[config.mk]
export PLATFORM = sky130hd
export DESIGN_NAME = approx_mul_err_monitor
export DESIGN_NICKNAME = d
export VERILOG_FILES = /design/src/rtl/approx_mul_err_monitor.sv
export SDC_FILE = /design/constraint.sdc
export NUM_CORES = 2
export LEC_CHECK = 0
export CORE_MARGIN = 3
export CORE_UTILIZATION = 52
export DETAILED_ROUTE_END_ITERATION = 12
export HOLD_SLACK_MARGIN = 0.05
export PLACE_DENSITY = 0.82
export SLEW_MARGIN = 40
export SYNTH_ARGS = -nofsm -noshare
export SYNTH_HDL_FRONTEND = slang
export SYNTH_SLANG_ARGS = --single-unit
export TNS_END_PERCENT = 30
[constraint.sdc]
create_clock -name clk -period 9.2 [get_ports clk]
set_input_delay 1.38 -clock clk [delete_from_list [all_inputs] [get_ports clk]]
set_output_delay 1.38 -clock clk [all_outputs]
set_load 0.005 [all_outputs]
[src/rtl/approx_mul_err_monitor.sv]
// Streaming error-metrics collector for the 16x16 approximate Booth multipliers.
// Optional feature: define ERRMON_SIGNED_SUM_EN to build the signed ED accumulator (sum_err).
module approx_mul_err_monitor #(
  parameter int W     = 16,
  parameter int CNT_W = 32,
  parameter int ACC_W = 48
) (
  input  logic             clk,
  input  logic             rst_n,
  input  logic             start,
  input  logic [CNT_W-1:0] num_samples,
  input  logic             in_valid,
  output logic             in_ready,
  input  logic [W-1:0]     x,
  input  logic [W-1:0]     y,
  input  logic [2*W-1:0]   p_approx,
  output logic             busy,
  output logic             done,
  output logic [CNT_W-1:0] sample_cnt,
  output logic [CNT_W-1:0] err_cnt,
  output logic [ACC_W-1:0] sum_abs_err,
  output logic [2*W:0]     max_abs_err,
  output logic [ACC_W-1:0] sum_err
);

  localparam int ED_W  = 2*W + 1;
  // One guard bit above the wider of accumulator and |ED| so the saturation test never wraps.
  localparam int SUM_W = ((ACC_W > ED_W) ? ACC_W : ED_W) + 1;
  localparam logic [SUM_W-1:0] SAT_MAX = SUM_W'({ACC_W{1'b1}});

  typedef enum logic [1:0] {ST_IDLE, ST_RUN, ST_DRAIN, ST_DONE} state_e;

  state_e           state_q, state_d;
  logic [CNT_W-1:0] acc_cnt_q, acc_cnt_d;
  logic [CNT_W-1:0] num_q, num_d;
  logic             in_ready_q, in_ready_d;
  logic             busy_q, busy_d;
  logic             done_q, done_d;
  logic             fire;

  logic                   s1_valid_q, s2_valid_q;
  logic signed [W-1:0]    s1_x_q, s1_y_q;
  logic [2*W-1:0]         s1_p_q;
  logic signed [2*W-1:0]  prod_exact;
  logic signed [ED_W-1:0] ed_d, ed_q;
  logic [ED_W-1:0]        abs_d, abs_q;
  logic [SUM_W-1:0]       sum_abs_wide;

  logic [CNT_W-1:0] sample_cnt_q, err_cnt_q;
  logic [ACC_W-1:0] sum_abs_q;
  logic [ED_W-1:0]  max_abs_q;

  // start wins over any coincident transfer.
  assign fire = in_valid && in_ready_q && !start;

  // NOTE: every always_comb output gets a default first so no path can infer a latch.
  always_comb begin
    state_d   = state_q;
    acc_cnt_d = acc_cnt_q;
    num_d     = num_q;
    if (start) begin
      state_d   = ST_RUN;
      acc_cnt_d = '0;
      num_d     = num_samples;
    end else begin
      unique case (state_q)
        ST_RUN: begin
          acc_cnt_d = acc_cnt_q + CNT_W'(fire);
          if (acc_cnt_d == num_q) state_d = ST_DRAIN;
        end
        ST_DRAIN: if (!s1_valid_q && !s2_valid_q) state_d = ST_DONE;
        default: ;
      endcase
    end
    in_ready_d = (state_d == ST_RUN) && (acc_cnt_d != num_d);
    busy_d     = (state_d == ST_RUN) || (state_d == ST_DRAIN);
    done_d     = (state_d == ST_DONE);
  end

  // NOTE: sequential state uses non-blocking assignments so every flop samples pre-edge values.
  always_ff @(posedge clk or negedge rst_n) begin
    if (!rst_n) begin
      state_q    <= ST_IDLE;
      acc_cnt_q  <= '0;
      num_q      <= '0;
      in_ready_q <= 1'b0;
      busy_q     <= 1'b0;
      done_q     <= 1'b0;
    end else begin
      state_q    <= state_d;
      acc_cnt_q  <= acc_cnt_d;
      num_q      <= num_d;
      in_ready_q <= in_ready_d;
      busy_q     <= busy_d;
      done_q     <= done_d;
    end
  end

  assign prod_exact   = (2*W)'(s1_x_q) * (2*W)'(s1_y_q);
  assign ed_d         = $signed({s1_p_q[2*W-1], s1_p_q}) - $signed({prod_exact[2*W-1], prod_exact});
  assign abs_d        = ed_d[ED_W-1] ? -ed_d : ed_d;
  assign sum_abs_wide = SUM_W'(sum_abs_q) + SUM_W'(abs_q);

  // NOTE: pipeline data registers are reset too, so every output reads 0 straight out of reset.
  always_ff @(posedge clk or negedge rst_n) begin
    if (!rst_n) begin
      s1_valid_q   <= 1'b0;
      s2_valid_q   <= 1'b0;
      s1_x_q       <= '0;
      s1_y_q       <= '0;
      s1_p_q       <= '0;
      ed_q         <= '0;
      abs_q        <= '0;
      sample_cnt_q <= '0;
      err_cnt_q    <= '0;
      sum_abs_q    <= '0;
      max_abs_q    <= '0;
    end else begin
      s1_valid_q <= fire;
      s2_valid_q <= s1_valid_q && !start;
      if (fire) begin
        s1_x_q <= x;
        s1_y_q <= y;
        s1_p_q <= p_approx;
      end
      if (s1_valid_q) begin
        ed_q  <= ed_d;
        abs_q <= abs_d;
      end
      if (start) begin
        sample_cnt_q <= '0;
        err_cnt_q    <= '0;
        sum_abs_q    <= '0;
        max_abs_q    <= '0;
      end else if (s2_valid_q) begin
        sample_cnt_q <= sample_cnt_q + 1'b1;
        if (ed_q != '0) err_cnt_q <= err_cnt_q + 1'b1;
        sum_abs_q <= (sum_abs_wide > SAT_MAX) ? {ACC_W{1'b1}} : sum_abs_wide[ACC_W-1:0];
        if (abs_q > max_abs_q) max_abs_q <= abs_q;
      end
    end
  end

`ifdef ERRMON_SIGNED_SUM_EN
  logic [ACC_W-1:0] sum_err_q;

  // Two's-complement wrap is intended; ED is sign-extended or truncated to ACC_W.
  always_ff @(posedge clk or negedge rst_n) begin
    if (!rst_n)          sum_err_q <= '0;
    else if (start)      sum_err_q <= '0;
    else if (s2_valid_q) sum_err_q <= sum_err_q + ACC_W'(ed_q);
  end

  assign sum_err = sum_err_q;
`else
  assign sum_err = '0;
`endif

  assign in_ready    = in_ready_q;
  assign busy        = busy_q;
  assign done        = done_q;
  assign sample_cnt  = sample_cnt_q;
  assign err_cnt     = err_cnt_q;
  assign sum_abs_err = sum_abs_q;
  assign max_abs_err = max_abs_q;

endmodule

== After elaboration in Yosys (flattened, before gate mapping) ==
Index checks and enable logic that the tools add are counted.

* Add/subtract/negate cells: 6
* Multiply operators: 1
* $lt $le $gt $ge: 2
* Equal/unequal tests: 7
* Mux-type cells: 19
* Reductions and logical operators: 15

{| class="wikitable"
|+ Operators with widths
! cell !! count
|-
| $mux W32 || 8
|-
| $mux W48 || 3
|-
| $mux W33 || 4
|-
| $add A32 B1 Y32 const B || 2
|-
| $add A48 B33 Y49 || 1
|-
| $gt A49 B48 Y1 const B || 1
|-
| $gt A33 B33 Y1 || 1
|-
| $neg A33 Y33 || 1
|-
| $reduce_bool A33 Y1 || 1
|-
| $sub A32 B32 Y33 || 1
|-
| $add A32 B1 Y32 || 1
|-
| $eq A32 B32 Y1 || 1
|-
| $mul A16 B16 Y32 || 1
|-
| $ne A32 B32 Y1 || 1
|-
| $eq A2 B2 Y1 const B || 3
|-
| $mux W2 || 3
|-
| $reduce_bool A2 Y1 || 3
|-
| $logic_and A1 B1 Y1 || 5
|-
| $eq A2 B1 Y1 const B || 2
|-
| $pmux W2 S2 || 1
|-
| $reduce_and A2 Y1 || 2
|-
| $logic_not A1 Y1 || 3
|-
| $logic_or A1 B1 Y1 || 1
|}

* Register bits: 346
* Output and inout port bits: 196

== Longest topological paths before layout ==
* Depth after elaboration: 9
* Mapped depth: 27
* Depth with buffers taken out: 24

== Worst setup path before layout ==
No wires, ideal clock.

* Path kind: register to register
* From: reg s1_x_q[15]
* To: reg abs_q[29]
* Library setup time: 0.125 ns
* Arrival time: 7.234 ns
* Slack: 1.841 ns
* Cell stages (with the launch flop): 24
* Clock period less this slack: 7.359 ns
* Path through: dfrtp_1 > clkbuf_1 > nand2_1 > fa_1 > inv_1 > fa_1 > inv_1 > fa_1 > fa_1 > fa_1 > inv_1 > fa_1 > inv_1 > ha_1 > a21o_1 > a21o_1 > a2111oi_0 > nor3_1 > nor3_1 > xnor2_1 > or4_1 > o41ai_2 > xnor2_1 > mux2_4

* Cells in the longest elaborated chain, start to end: 4

{| class="wikitable"
|+ RTL lines
! item !! RTL line !! text
|-
| start, declared || 42 || <nowiki>logic signed [W-1:0] s1_x_q, s1_y_q;</nowiki>
|-
| start signal, assigned || 109 || <nowiki>s1_x_q <= '0;</nowiki>
|-
| start signal, assigned || 122 || <nowiki>s1_x_q <= x;</nowiki>
|-
| $mul A16 B16 Y32 (*) || 99 || <nowiki>assign prod_exact = (2*W)'(s1_x_q) * (2*W)'(s1_y_q);</nowiki>
|-
| $sub A32 B32 Y33 (*) || 100 || <nowiki>assign ed_d = $signed({s1_p_q[2*W-1], s1_p_q}) - $signed({prod_exact[2*W-1], prod_exact});</nowiki>
|-
| $neg A33 Y33 || 101 || <nowiki>assign abs_d = ed_d[ED_W-1] ? -ed_d : ed_d;</nowiki>
|-
| $mux W33 (*) || 101 ||
|-
| end signal, assigned || 128 || <nowiki>abs_q <= abs_d;</nowiki>
|-
| end, declared || 46 || <nowiki>logic [ED_W-1:0] abs_d, abs_q;</nowiki>
|}

Mark *: on every way between the ends. The rest lies on a longest branch, timed or not.
A chain may end at the register's enable or synchronous reset.

== Worst setup path after layout ==
* From: reg s1_y_q[2]
* To: reg abs_q[29]

* Cells in the longest elaborated chain, start to end: 4

{| class="wikitable"
|+ RTL lines
! item !! RTL line !! text
|-
| start, declared || 42 ||
|-
| start signal, assigned || 123 || <nowiki>s1_y_q <= y;</nowiki>
|-
| $mul A16 B16 Y32 (*) || 99 ||
|-
| $sub A32 B32 Y33 (*) || 100 ||
|-
| $neg A33 Y33 || 101 ||
|-
| $mux W33 (*) || 101 ||
|}

Marked as above.

==> summary.log <==
qor: route.drc 0
qor: logic_synthesis.proportion_of_synthesized_chip_area_in_sequential_cells 27.4%
qor: placement.post_place_setup_slack 1.35 ns
qor: timing.timing.setup.tns 0 ns
qor: critical_path.worst-endpoint-required 9.67 ns
qor: floorplan.initial_core_util 53.0%
qor: placement.routabilityCongestion 0.919
qor: cts.htree_levels 2
qor: logic_synthesis.syn_area_per_cell 9.07 um^2
qor: run_status.outcome finished clean
qor: timing.clock.fmax 0.126 GHz
qor: logic_synthesis.synth_largest_area_cell dfrtp_1
qor: cts.root_buffer clkbuf_16
qor: finish.drive_above_1_share 5.11%
qor: timing.fin_crit 7.92 ns
qor: route.vias_per_cell 5.54
qor: cts.worstSkewPairLatency 0.59 ns
qor: finish.post-route-util 60.2%
qor: floorplan.die_area 63600 um^2
qor: route.drt_first_iter_violations 1726
qor: critical_path.worst-path-buf-inv 4
qor: floorplan.row_count 89
qor: route.totalWireLength 77900 um
qor: critical_path.critical_path_class flop to flop
qor: finish.n_antenna_cell 0
qor: cts.numCtsBuffers 40
qor: placement.dp_hpwl 59400 um
qor: cts.maximum_count_of_clock_buffers_along_a_single_path 3
qor: route.drt.antenna.violating_nets 0
qor: global_route.grt_pass1_vias 24.9k
qor: floorplan.fp.coreArea 59500 um^2
qor: global_route.grt_overflow_total 0
qor: cts.setup_fix_bufs_post_cts 0
qor: timing.final_min_period_over_clock_period 86.1%
qor: global_route.grt_pass1_wl 128000 um
qor: route.dr_total_vias 24.6k
qor: logic_synthesis.post_synth_num_cell_types 84
qor: timing.tightest_slew 0.850 ns
qor: logic_synthesis.ys_async_rst_share 100%
qor: logic_synthesis.postSynthRegisterBits 345
qor: finish.final_net_count 4207
qor: logic_synthesis.syn_inst 3473
qor: logic_synthesis.netlist_area 31500 um^2
qor: cts.clkSinkCount 345
qor: timing.worst_case_setup_margin_in_the_final_layout 1.28 ns
qor: run.max-cap-violations 0
qor: timing.maxSlewHeadroom 43.3%
qor: logic_synthesis.ys_dominant_reg_cell dfrtp_1
qor: critical_path.endpoint_kind flop
qor: critical_path.timing.critical_path.from_type flop
qor: timing.final_hold_viol_count 0
qor: timing.slew_viol_final 0
qor: critical_path.critical_path_s_most_frequent_cell fa_1
qor: cts.holdBufCountCts 0
qor: route.routedWlPerCell 17.6 um
qor: floorplan.die_w 252 um
qor: timing.grt_setup_unrepaired no
qor: worst_hold_path.min-delay-path-class flop to flop
qor: finish.flow.area_growth_from_synthesis 13.6%
qor: placement.io_buffer_count 247
qor: critical_path.crit_family adder cells
qor: timing.fin_worst_skew 0.0207 ns
qor: floorplan.dieHeight 252 um
qor: cts.cts_tree built
qor: floorplan.ios 296
qor: global_route.grt_util_all_layers 24.7%
qor: critical_path.worstPathMaxFanout 17
qor: global_route.grt_antenna_before_repair 0
qor: logic_synthesis.yosys_warnings 0
qor: global_route.grt_max_degree 123
qor: critical_path.worstPathArrival 8.39 ns
qor: logic_synthesis.synth_top_area_share 27.4%
qor: logic_synthesis.post_synth_main_area_contributors dfrtp_1 (27%), fa_1 (19%), ha_1 (6.8%), nand2_1 (5.7%), inv_1 (5.2%)
qor: critical_path.crit_chain nand2_1 -> fa_1 -> inv_1 -> fa_1 -> inv_1 -> fa_1 -> fa_1 -> fa_1 -> inv_1 -> fa_1 -> inv_1 -> ha_1 -> a21o_1 -> a21o_1 -> a2111oi_0 -> nor3_1 -> nor3_1 -> xnor2_1 -> or4_1 -> o41ai_2 -> xnor2_1 -> mux2_4
qor: critical_path.slowest_stage dfrtp_1
qor: logic_synthesis.number_of_synthesized_flops_with_an_enable_pin 0
qor: timing.report.final.setup_viol 0
qor: cts.worst_setup_hold_path_clk_slew 0.06 ns
qor: route.total_iterations_of_the_first_detailed_routing_run 6
qor: cts.cts-resized-gates 0
qor: critical_path.max_stage_delay 0.67 ns
layout by cell type, fill, tap and decap left out, types with 11 or more instances in the layout:
master and instances:
nor2_1 247, nor2b_1 36, dfrtp_1 343, nor4_1 25
a21o_1 65, o211ai_1 12, mux2i_1 40, buf_4 14
nand3_1 54, a31oi_1 16, or2_2 12, o31ai_1 11
clkbuf_16 40, fa_1 306, nand4_1 47, conb_1 48
and2_1 134, and4_1 12, nand2_1 479, mux2_2 61
or3_1 26, o21a_1 12, a21oi_1 127, o21ai_0 95
a211oi_1 20, clkdlybuf4s50_1 245, xnor2_1 127, inv_1 440
ha_1 171, a311oi_1 28, nor3_1 32, and3_1 40
xor2_1 118
final timing paths:
check	from	endpoint	slack, ns	cells after the start
min in group asynchronous	rst_n	num_q[17]$_DFF_PN0_	0.80	1
max in group asynchronous	rst_n	ed_q[6]$_DFFE_PN0P_	7.29	2
min reg2reg	ed_q[4]$_DFFE_PN0P_	ed_q[4]$_DFFE_PN0P_	0.51	1
min	ed_q[4]$_DFFE_PN0P_	ed_q[4]$_DFFE_PN0P_	0.51	1
max	s1_y_q[2]$_DFFE_PN0P_	abs_q[29]$_DFFE_PN0P_	1.28	22
max reg2reg	s1_y_q[2]$_DFFE_PN0P_	abs_q[29]$_DFFE_PN0P_	1.28	22
sequential cells by signal, summed over array words and instances (netlist names):
signal       count
state_q          2
ed_q            33
acc_cnt_q       32
sum_abs_err     48
err_cnt         32
s1_x_q          16
sample_cnt      32
num_q           32
s1_valid_q       1
busy             1
max_abs_err     33
s2_valid_q       1
in_ready         1
s1_p_q          32
s1_y_q          16
done             1
abs_q           32
metrics by stage:
step	hold slack, ns	instance area [um^2]	instances
2_1_floorplan	0.454	31700	3520
3_3_place_gp	0.467	34400	4361
3_5_place_dp	0.475	34400	4361
4_1_cts	0.509	35800	4432
5_1_grt	0.528	35800	4432
6_report	0.509	35800	4432
Yosys cell counts (all sizes together) (42+ instances only):
cell type  count
a21o          66
a21oi        128
and2         136
and3          42
buf           63
clkbuf       134
dfrtp        345
fa           306
ha           171
inv          442
mux2          62
nand2        479
nand3         55
nand4         48
nor2         247
o21ai         96
xnor2        128
xor2         118
layer usage:
layer	wire length, um	GRT usage (%)
met1	34000	34.1
met2	36600	40.6
met3	4870	3.51
met4	2460	7.91
met5	0	0
cell families (layout without fill, tap and decap cells):
logic type / count (synthesis) / in the layout / share of synthesized area, %
AOI/OAI and AO/OA: 469 / 469 / 9.84
DFF: 345 / 345 / 27.4
adders and majority gates: 477 / 477 / 26.2
other: 1 / 48 / 0.0119
xor gates and xnor gates: 246 / 246 / 6.84
muxes: 102 / 102 / 3.50
and+or+nand+nor: 1194 / 1194 / 18.0
buffers and inverters: 639 / 778 / 8.23
final cells by class:
type	count	area (um^2)
clock buffer	52	1120
timing repair buffer	265	2640
fill	4995	23700
clock inverter	19	284
sequential	345	8640
inverter	442	1660
tap	773	967
multi-input combinational	2536	20500
Power is not shown: default switching activity piles up to over one toggle a cycle in this logic, so the estimate is an artifact.
